### config.mk
export PLATFORM = sky130hd
export DESIGN_NAME = tw_sched
export DESIGN_NICKNAME = d
export VERILOG_FILES = /design/src/rtl/tw_sched.sv
export SDC_FILE = /design/constraint.sdc
export NUM_CORES = 1
export LEC_CHECK = 0
export ABC_AREA = 1
export CELL_PAD_IN_SITES_DETAIL_PLACEMENT = 2
export CELL_PAD_IN_SITES_GLOBAL_PLACEMENT = 2
export CORE_ASPECT_RATIO = 0.5
export CORE_MARGIN = 8
export CORE_UTILIZATION = 35
export CTS_BUF_LIST = sky130_fd_sc_hd__clkbuf_4 sky130_fd_sc_hd__clkbuf_8 sky130_fd_sc_hd__clkbuf_16
export CTS_CLUSTER_DIAMETER = 80
export DETAILED_ROUTE_END_ITERATION = 10
export MAX_ROUTING_LAYER = met4
export PLACE_DENSITY_LB_ADDON = 0.1
export SLEW_MARGIN = 40
export SYNTH_ARGS = -nofsm -noshare
export SYNTH_HDL_FRONTEND = slang
export SYNTH_SLANG_ARGS = --single-unit
### constraint.sdc
create_clock -name CLK -period 3.8 [get_ports CLK]
set_input_delay 0.76 -clock CLK [delete_from_list [all_inputs] [get_ports CLK]]
set_output_delay 0.76 -clock CLK [all_outputs]
set_load 0.01 [all_outputs]
### src/rtl/tw_sched.sv
// tw_sched -- twiddle-multiplier scheduler for a 16-point frame.
//
// On START the block walks sample indices 0..15. Each sample takes two
// enabled cycles: the real part (ED=1) and then the imaginary part (ED=0).
// For each sample it selects a twiddle coefficient from
// e = ADDR[3:2]*ADDR[1:0]. After sample 15 it waits LAT enabled cycles
// (FLUSH) for the multiplier pipeline to drain.
// RDY marks the multiplier result of sample 0. DONE marks the result of
// sample 15.
//
// Parameters
//   LAT    enabled cycles from an ED pulse to the registered multiplier output
// Ports
//   CLK    clock, rising edge
//   RST    asynchronous reset, active low
//   EI     clock enable; nothing changes on edges with EI=0
//   START  frame-start request (sampled with EI=1)
//   ED     data strobe, high on the real-part cycle of each sample
//   MPYJ   multiply result by -j
//   NEG    downstream negate
//   SEL    coefficient select: 00 bypass, 01 0.7071, 10 W^1, 11 W^3
//   ADDR   current sample index
//   BUSY   frame in progress (start through DONE)
//   RDY    pulse: multiplier output of sample 0 is valid
//   DONE   pulse: multiplier output of sample 15 is valid
//   OVR    pulse: START seen while BUSY
//
// Build option
//   TWSCHED_RESTART_EN  when defined, START during RUN restarts the frame
//                       and cancels its pending DONE. Otherwise START
//                       during RUN is ignored, apart from the OVR pulse.
module tw_sched #(
    parameter int LAT = 4
) (
    input  logic       CLK,
    input  logic       RST,
    input  logic       EI,
    input  logic       START,
    output logic       ED,
    output logic       MPYJ,
    output logic       NEG,
    output logic [1:0] SEL,
    output logic [3:0] ADDR,
    output logic       BUSY,
    output logic       RDY,
    output logic       DONE,
    output logic       OVR
);

`ifdef TWSCHED_RESTART_EN
    localparam bit RESTART_EN = 1'b1;
`else
    localparam bit RESTART_EN = 1'b0;
`endif

    // Counters must hold up to LAT+1.
    localparam int CW = $clog2(LAT + 2);

    typedef enum logic [1:0] {IDLE, RUN, FLUSH} state_t;

    state_t        state;
    logic          phase;
    logic [CW-1:0] fcnt;
    logic [CW-1:0] rdy_cnt;   // countdown to the RDY pulse
    logic [CW-1:0] done_cnt;  // countdown to the DONE pulse
    logic          restart;

    // {SEL, MPYJ, NEG} for the sample at index a.
    function automatic logic [3:0] coef(input logic [3:0] a);
        logic [3:0] e;
        e = {2'b00, a[3:2]} * {2'b00, a[1:0]};
        case (e)
            4'd1:    coef = 4'b1000;
            4'd2:    coef = 4'b0100;
            4'd3:    coef = 4'b1100;
            4'd4:    coef = 4'b0010;
            4'd6:    coef = 4'b0110;
            4'd9:    coef = 4'b1001;
            default: coef = 4'b0000;
        endcase
    endfunction

    // A new frame may begin from IDLE or FLUSH. In FLUSH the old frame's
    // DONE countdown keeps running. From RUN a new frame begins only in
    // restart builds.
    assign restart = START && (state == IDLE || state == FLUSH ||
                               (state == RUN && RESTART_EN));

    always_ff @(posedge CLK or negedge RST) begin
        if (!RST) begin
            state    <= IDLE;
            phase    <= 1'b0;
            ADDR     <= 4'd0;
            fcnt     <= '0;
            rdy_cnt  <= '0;
            done_cnt <= '0;
            ED       <= 1'b0;
            MPYJ     <= 1'b0;
            NEG      <= 1'b0;
            SEL      <= 2'b00;
            BUSY     <= 1'b0;
            RDY      <= 1'b0;
            DONE     <= 1'b0;
            OVR      <= 1'b0;
        end else if (EI) begin
            OVR  <= START && (state != IDLE);
            RDY  <= (rdy_cnt == CW'(1));
            DONE <= (done_cnt == CW'(1));
            if (rdy_cnt != '0)  rdy_cnt  <= rdy_cnt - CW'(1);
            if (done_cnt != '0) done_cnt <= done_cnt - CW'(1);

            if (restart) begin
                state              <= RUN;
                BUSY               <= 1'b1;
                phase              <= 1'b0;
                ADDR               <= 4'd0;
                ED                 <= 1'b1;
                {SEL, MPYJ, NEG}   <= coef(4'd0);
                fcnt               <= '0;
                rdy_cnt            <= CW'(LAT);
                // Restart from RUN abandons the current frame's DONE.
                if (state == RUN) done_cnt <= '0;
            end else begin
                case (state)
                    RUN: begin
                        if (!phase) begin
                            phase <= 1'b1;
                            ED    <= 1'b0;
                        end else begin
                            phase <= 1'b0;
                            if (ADDR == 4'd15) begin
                                state            <= FLUSH;
                                ADDR             <= 4'd0;
                                {SEL, MPYJ, NEG} <= 4'b0000;
                            end else begin
                                ADDR             <= ADDR + 4'd1;
                                ED               <= 1'b1;
                                {SEL, MPYJ, NEG} <= coef(ADDR + 4'd1);
                                // Entering the ED of sample 15. DONE comes
                                // LAT+1 enabled cycles later.
                                if (ADDR == 4'd14) done_cnt <= CW'(LAT + 1);
                            end
                        end
                    end
                    FLUSH: begin
                        if (fcnt == CW'(LAT - 1)) begin
                            state <= IDLE;
                            BUSY  <= 1'b0;
                        end else begin
                            fcnt <= fcnt + CW'(1);
                        end
                    end
                    default: ;  // IDLE: outputs already zero
                endcase
            end
        end
    end

endmodule

==> PnR_summary.wiki, run 1 <==
{| class="wikitable"
! Metric !! Value
|-
| Total routing usage reported by global routing || 0.1283
|-
| Worst slew slack as a fraction of its limit || 0.6348
|-
| Horizontal die dimension || 108.1 µm
|-
| Most repeated library cell on the critical path || sky130_fd_sc_hd__nand2_1
|-
| Crit path arrival time || around 2.2 ns
|-
| Power density normalized to cell area || 733.3 nW/µm²
|-
| Fraction of synthesis flops using an asynchronous set or reset pin || 1.000
|-
| Number of core rows || 16
|-
| Post-route DRC || 0
|-
| Number of antenna violations at the first check in global routing || 0
|-
| Crit-path max cell delay || between 0.8 and 0.9 ns
|-
| Number of nets still failing antenna checks after routing || 0
|-
| Floorplan die height || 62.06 µm
|-
| First-pass GRT wire length || 6534 µm
|-
| Synth Cell Area || between 1000 and 1500 µm²
|-
| Placed cell areas || 1713 µm²
|-
| YS warnings || 0
|-
| Count of distinct cell types in the synthesized netlist || 24
|-
| CP bufs+invs || 2
|-
| Required time worst endpoint || 3.97 ns
|-
| Number of buffers added to fix hold violations after cts || 0
|-
| CTS Sinks || 25
|-
| Worst-path clk slew || about 0.09 ns
|-
| Post-synth EDFFs || 0
|-
| FILL cells || 477
|-
| TritonCTS clock tree || built
|-
| Time the final worst path needs with I/O delays and setup || 2.070 ns
|-
| Worst path cell trace || clkdlybuf4s50_1, inv_1, nor2_1, o21ai_1, nand2_1, nand2_1
|-
| Worst reg2reg setup slack || 1.74 ns
|-
| Average detailed-routed wire length per instance || between 10 and 15 µm
|-
| Startpoint type of the worst setup path || input pin
|-
| Starting density of the core || 0.3728
|-
| Seq/Total Area, Yosys || 0.4212
|-
| Storage element area || between 600 and 700 µm²
|-
| Prevailing post-synth register cell || sky130_fd_sc_hd__dfrtp_1
|-
| Pin count of the biggest net entering global routing || 26
|-
| Average size of a mapped cell || 8.072 µm²
|-
| PostCTS Resize Cnt || 0
|-
| Leading cell type in the layout, fill and taps excluded || sky130_fd_sc_hd__nand2_1
|-
| Via total after detailed routing || 1257
|-
| Maximum Capacitance Violations || 0
|-
| Post-route clock skew || 0.006298 ns
|-
| Clock Root Buffer || sky130_fd_sc_hd__clkbuf_8
|-
| Static Leak || 0.0009406 µW
|-
| Number of pins exceeding their max-slew limit in the final report || 0
|-
| Number of nets in the layout || 223
|-
| Worst hold slack after final layout || between 0.4 and 0.5 ns
|-
| Crit. End Element || register
|-
| Diodes inserted || 0
|-
| Vias in the first global route || about 1.4k
|-
| Final Wtd Congestion || a little over 0.7
|-
| Most area-consuming cells after synthesis || sky130_fd_sc_hd__dfrtp_1 42%, sky130_fd_sc_hd__nand2_1 14%, sky130_fd_sc_hd__ha_1 12%
|-
| Capture instance of the worst register-to-register path || SEL[0]
|-
| Status || complete, no violations
|-
| Final worst-path cycle share || 0.5446
|-
| Cell type with the highest aggregate area in the netlist || sky130_fd_sc_hd__dfrtp_1
|-
| Synthesized netlist cell count || around 180
|-
| Total instance count after detailed placement || 254
|-
| Most used cells in the layout excluding fill and tap cells || 56 x sky130_fd_sc_hd__nand2_1, 26 x sky130_fd_sc_hd__inv_1, 25 x sky130_fd_sc_hd__dfrtp_1, 18 x sky130_fd_sc_hd__nand3_1, 16 x sky130_fd_sc_hd__clkdlybuf4s50_1
|-
| Post-detailed-route via-to-cell ratio || 4.872
|-
| Core Region || 3984 µm²
|-
| Number of endpoints with negative hold slack in the final report || 0
|-
| Iteration count of the initial detailed-routing pass || 4
|-
| Share of the synthesized area in the top cell type || 0.4212
|-
| RSZ-0062 raised after global routing || no
|-
| Gate family responsible for the most delay along the worst path || buffers and inverters
|-
| Clock insertion delay at the later pin of the skew report || 0.27 ns
|-
| Pin slew with the least headroom to its limit || 0.5460 ns
|-
| Synthesized Nets || ~200
|-
| Timing-limited maximum frequency || 0.4832 GHz
|-
| Wire length after detailed routing || 3767 µm
|-
| Final non-filler cell total || 258
|-
| Area used by multi-input combinational logic || 738.2 µm²
|-
| Clock Path Buffers || 2
|-
| Flops & latches, synth || 25
|-
| Post-layout util || 0.4416
|-
| CTS Buf Count || 3
|-
| Worst Hold Path Cells || 2
|-
| Crit Path Category || in -> reg
|-
| Die footprint || 6710 µm²
|-
| Max VDD drop || 0.2271 mV
|-
| R2r startpoint || ADDR[1]
|-
| Total overflow reported by the global router || 0
|-
| Class of the most critical hold timing path || reg -> reg
|-
| Layout cell share with drive strength beyond 1 || 0.08333
|-
| Number of violations reported at the end of detailed-routing iteration 0 || 11
|-
| CTS HTree Levels || 1
|-
| Slowest library cell on the worst path || sky130_fd_sc_hd__clkdlybuf4s50_1
|-
| Detailed-placement wirelength estimate || 2945 µm
|-
| Post-CTS Repair Setup Buffers || 0
|-
| Crit path max fanout || 14
|-
| # IOs || 17
|-
| Area growth from synthesis to layout || 18.45%
|-
| Number of buffers added on ports || 16
|-
| Total negative slack || 0 ns
|-
| Final setup fails || 0
|-
| Reg2reg path depth || 12
|-
| Final instance area || roughly 1800 µm²
|-
| Source of the worst hold timing path || SEL[1]
|-
| Sink of the worst hold path || SEL[1]
|}
## power breakdown
group          total (µW)  switching (µW)  internal (µW)
Combinational         653             387            266
Clock                 162            88.1           73.4
Sequential            476             101            375
## kinds of logic (layout without fill, tap and decap cells)
family	Yosys count	count (layout)	share of synthesized area
adder cells (fa/ha/maj)	14	14	0.1179
flip-flops	25	25	0.4212
buffers and inverters	30	50	0.08171
AO/OA/AOI/OAI	17	17	0.06234
XOR/XNOR	1	1	0.005898
AND/OR/NAND/NOR	97	97	0.3109
## tightest hold or removal path, stage by stage, from the launching register on
cell and delay (ns):
sky130_fd_sc_hd__dfrtp_1 0.35, sky130_fd_sc_hd__nand2_1 0.05, sky130_fd_sc_hd__nand2_1 0.05
## stage by stage
stage | setup slack (ns) | total power, µW
after global routing | 1.481 | 1419
after CTS | 1.692 | 1320
after detailed placement | 1.409 | 1143
final | 1.730 | 1290
after global placement | 1.475 | 1105
after floorplan | 1.956 | 890.3
## worst max-delay path by stage
| stage | from | endpoint | cells after the start |
|---|---|---|---|
| final | EI | fcnt[2] | 6 |
| after detailed placement | EI | fcnt[2] | 6 |
| after floorplan | ADDR[0] | SEL[0] | 12 |
| after global placement | EI | BUSY | 6 |
| after CTS | ADDR[1] | SEL[0] | 12 |
| after global routing | ADDR[1] | SEL[0] | 12 |
## routing by layer
metal  vias up  wire length, µm  track usage
met5         -                0            -
met4         0               13      0.01953
met3         2              106      0.03498
met2        10             1893       0.2362
met1       630             1753       0.1411
li1        615                -            -
## cells in the mapped netlist (2+ instances only)
master / count
sky130_fd_sc_hd__nand2_4: 2
sky130_fd_sc_hd__nor2_1: 11
sky130_fd_sc_hd__nor2_8: 2
sky130_fd_sc_hd__inv_4: 2
sky130_fd_sc_hd__dfrtp_1: 25
sky130_fd_sc_hd__o21ai_1: 7
sky130_fd_sc_hd__nand3_1: 18
sky130_fd_sc_hd__nand4_1: 3
sky130_fd_sc_hd__ha_1: 14
sky130_fd_sc_hd__o21ai_0: 5
sky130_fd_sc_hd__inv_1: 26
sky130_fd_sc_hd__a21oi_1: 2
sky130_fd_sc_hd__nand2_1: 56
## sequential cells by signal, indices dropped and copies added, names as in the netlist
| signal | count |
|---|---|
| phase | 1 |
| DONE | 1 |
| SEL | 2 |
| done_cnt | 3 |
| ADDR | 4 |
| NEG | 1 |
| ED | 1 |
| MPYJ | 1 |
| state | 2 |
| BUSY | 1 |
| fcnt | 3 |
| RDY | 1 |
| rdy_cnt | 3 |
| OVR | 1 |
## final cells by class
type | instances | area share
timing repair buffer | 17 | 0.09531
sequential | 25 | 0.3556
clock inverter | 1 | 0.002845
tap | 54 | 0.03841
multi-input combinational | 129 | 0.4196
inverter | 29 | 0.06472
clock buffer | 3 | 0.02347
Power figures use the tool's default switching activity.
==> run 2: changes to the inputs <==
CORE_UTILIZATION = 33   (was 35)
clock period = 2 ns   (was 3.8 ns; I/O delays follow)
==> PnR_summary.wiki, run 2 (synthesis results as in run 1) <==
{| class="wikitable"
! Metric !! Value
|-
| Starting density of the core || 0.3406 (was 0.3728)
|-
| Horizontal die dimension || 110.9 µm (was 108.1 µm)
|-
| Area growth from synthesis to layout || 23.00% (was 18.45%)
|-
| Net switching power || 1119 µW (was 576.0 µW)
|-
| CTS Buf Count || 3 (unchanged)
|-
| Total negative slack || 0 ns (unchanged)
|-
| Pin slew with the least headroom to its limit || 0.3890 ns (was 0.5460 ns)
|-
| Total instance count after detailed placement || 261 (was 254)
|-
| Crit path arrival time || 2.02 ns (was 2.24 ns)
|-
| Number of nets still failing antenna checks after routing || 0 (unchanged)
|-
| Total overflow reported by the global router || 0 (unchanged)
|-
| Startpoint type of the worst setup path || register (was input pin)
|-
| Class of the most critical hold timing path || reg -> reg (unchanged)
|-
| Worst slew slack as a fraction of its limit || 0.7379 (was 0.6348)
|-
| Net switching fraction of the power || 0.4415 (was 0.4465)
|-
| Status || complete, no violations (unchanged)
|-
| Time the final worst path needs with I/O delays and setup || 1.854 ns
|-
| CTS Sinks || 25 (unchanged)
|-
| Power density normalized to cell area || 1387 nW/µm² (was 733.3 nW/µm²)
|-
| Worst-path clk slew || 0.09 ns (about the same)
|-
| Crit. End Element || register (unchanged)
|-
| Final Wtd Congestion || 0.7497 (was 0.7139)
|-
| Crit Path Category || reg -> reg (was in -> reg)
|-
| Final instance area || 1827 µm² (was 1759 µm²)
|-
| Post-route DRC || 0 (unchanged)
|-
| Layout cell share with drive strength beyond 1 || 0.1340 (was 0.08333)
|-
| Max VDD drop || 0.5033 mV (was 0.2271 mV)
|-
| Number of buffers added to fix hold violations after cts || 0 (unchanged)
|-
| Pre-CTS setup slack || -0.01570 ns (was 1.409 ns)
|-
| Wire length after detailed routing || 3896 µm (was 3767 µm)
|-
| Via total after detailed routing || 1274 (was 1257)
|-
| First-pass GRT wire length || 6879 µm (was 6534 µm)
|-
| Post-route clock skew || 0.002975 ns (was 0.006298 ns)
|-
| Timing-limited maximum frequency || approximately 0.54 GHz
|-
| Final non-filler cell total || 266 (was 258)
|-
| Die footprint || 7033 µm² (was 6710 µm²)
|-
| Number of antenna violations at the first check in global routing || 0 (unchanged)
|-
| Core Region || 4360 µm² (was 3984 µm²)
|-
| Worst setup slack after layout || 0.1462 ns (was 1.730 ns)
|-
| Maximum Capacitance Violations || 0 (unchanged)
|-
| RSZ-0062 raised after global routing || no (unchanged)
|-
| Number of core rows || 17 (was 16)
|-
| Number of endpoints with negative hold slack in the final report || 0 (unchanged)
|-
| Diodes inserted || 0 (unchanged)
|-
| Final setup fails || 0 (unchanged)
|-
| Average detailed-routed wire length per instance || 14.65 µm (was 14.60 µm)
|-
| CTS HTree Levels || 1 (unchanged)
|-
| Clock network fraction of total power || 0.129 (was 0.125)
|-
| Iteration count of the initial detailed-routing pass || 4 (unchanged)
|-
| Vias in the first global route || 1474 (was 1417)
|-
| Crit-path max cell delay || 0.42 ns (was 0.81 ns)
|-
| Most flops, register || ADDR (unchanged)
|-
| Slowest library cell on the worst path || sky130_fd_sc_hd__dfrtp_2 (was sky130_fd_sc_hd__clkdlybuf4s50_1)
|-
| Most used cells in the layout excluding fill and tap cells || 55 x sky130_fd_sc_hd__nand2_1, 26 x sky130_fd_sc_hd__inv_1, 23 x sky130_fd_sc_hd__dfrtp_1, 18 x sky130_fd_sc_hd__nand3_1, 16 x sky130_fd_sc_hd__clkdlybuf4s50_1 (was 56 x sky130_fd_sc_hd__nand2_1, 26 x sky130_fd_sc_hd__inv_1, 25 x sky130_fd_sc_hd__dfrtp_1, 18 x sky130_fd_sc_hd__nand3_1, 16 x sky130_fd_sc_hd__clkdlybuf4s50_1)
|-
| Detailed-placement wirelength estimate || 3078 µm (was 2945 µm)
|-
| Number of pins exceeding their max-slew limit in the final report || 0 (unchanged)
|-
| Clock insertion delay at the later pin of the skew report || 0.27 ns (about the same)
|-
| Total routing usage reported by global routing || 0.1209 (was 0.1283)
|-
| Sequential share of power || 0.357 (was 0.369)
|-
| Internal || 1416 µW (was 714.0 µW)
|-
| Number of buffers added on ports || 16 (unchanged)
|-
| Crit path max fanout || 5 (was 14)
|-
| TritonCTS clock tree || built (unchanged)
|-
| Number of violations reported at the end of detailed-routing iteration 0 || 23 (was 11)
|-
| Placed cell areas || 1747 µm² (was 1713 µm²)
|-
| # IOs || 17 (unchanged)
|-
| Max FFs per register || 4 (unchanged)
|-
| Clock Path Buffers || 2 (unchanged)
|-
| Clock Root Buffer || sky130_fd_sc_hd__clkbuf_8 (unchanged)
|-
| Required time worst endpoint || 2.17 ns (was 3.97 ns)
|-
| Combinational share of power || 0.514 (was 0.506)
|-
| Pin count of the biggest net entering global routing || 26 (unchanged)
|-
| Final worst-path cycle share || 0.9269
|-
| Number of nets in the layout || 228 (was 223)
|-
| Worst path cell trace || inv_1, ha_1, nor2_2, ha_1, ha_1, a21boi_2, nand2_1, nand2_1, nand3_1, nand2_1 (was clkdlybuf4s50_1, inv_1, nor2_1, o21ai_1, nand2_1, nand2_1)
|-
| Floorplan die height || 63.44 µm (was 62.06 µm)
|-
| Post-detailed-route via-to-cell ratio || 4.789 (was 4.872)
|-
| Static Leak || 0.0009631 µW (was 0.0009406 µW)
|-
| Total power || 2534 µW (was 1290 µW)
|-
| Leading cell type in the layout, fill and taps excluded || sky130_fd_sc_hd__nand2_1 (unchanged)
|}
-- run 2: power by group through the flow --
stage | Sequential (µW) | Combinational [µW] | Clock (µW)
floorplan | 910 | 782 | 0
global placement | 899 | 1230 | 0
detailed placement | 907 | 1290 | 0
CTS | 901 | 1300 | 346
global route | 942 | 1490 | 361
finish | 904 | 1300 | 327
-- run 2: layout make-up --
| cell class | instances | area [µm²] |
|---|---|---|
| Clock buffer | 4 | 48.80 |
| Sequential cell | 25 | 628.1 |
| Tap cell | 57 | 71.32 |
| Inverter | 29 | 113.9 |
| Multi-Input combinational cell | 129 | 759.5 |
| Timing Repair Buffer | 22 | 205.2 |
| Fill cell | 502 | 2534 |
-- run 2: path summary, 6_finish.rpt --
kind	depth (start not counted)	from	end	slack [ns]
setup / recovery	10	ADDR[0]	SEL[0]	0.15
hold / removal	2	fcnt[1]	fcnt[1]	0.49
setup reg to reg	10	ADDR[0]	SEL[0]	0.15
hold reg to reg	2	fcnt[1]	fcnt[1]	0.49
max in group asynchronous	2	RST	ADDR[0]	1.23
min in group asynchronous	2	RST	SEL[0]	0.50
-- run 2: through the flow --
| stage | util | hold WS, ns |
|---|---|---|
| after floorplan | - | 0.1044 |
| after global placement | 0.4006 | 0.4560 |
| after detailed placement | 0.4006 | 0.4729 |
| after CTS | 0.4118 | 0.4972 |
| after global routing | 0.4189 | 0.5162 |
| final | 0.4189 | 0.4895 |
-- run 2: worst max-delay path, delay by kind of cell (launching register included) --
| family | cells | cell delay [ns] |
|---|---|---|
| DFF | 1 | 0.42 |
| and+or+nand+nor | 5 | 0.34 |
| adders and majority gates | 3 | 0.75 |
| AOI/OAI and AO/OA | 1 | 0.16 |
| buffers and inverters | 1 | 0.07 |
-- run 2: what timing repair did --
item	4_1_cts	5_1_grt
endpoints found under the setup margin	1	2
setup buffers	0	1
pin swaps	0	1
gates resized for setup	1	7
-- run 2: layer usage --
layer  global-route usage  routed length (µm)  vias to the layer above
met5                    -                   0                        -
met4              0.01503                  15                        0
met3              0.03588                 139                        2
met2               0.2142                1913                       13
met1               0.1359                1827                      631
li1                     -                   -                      628
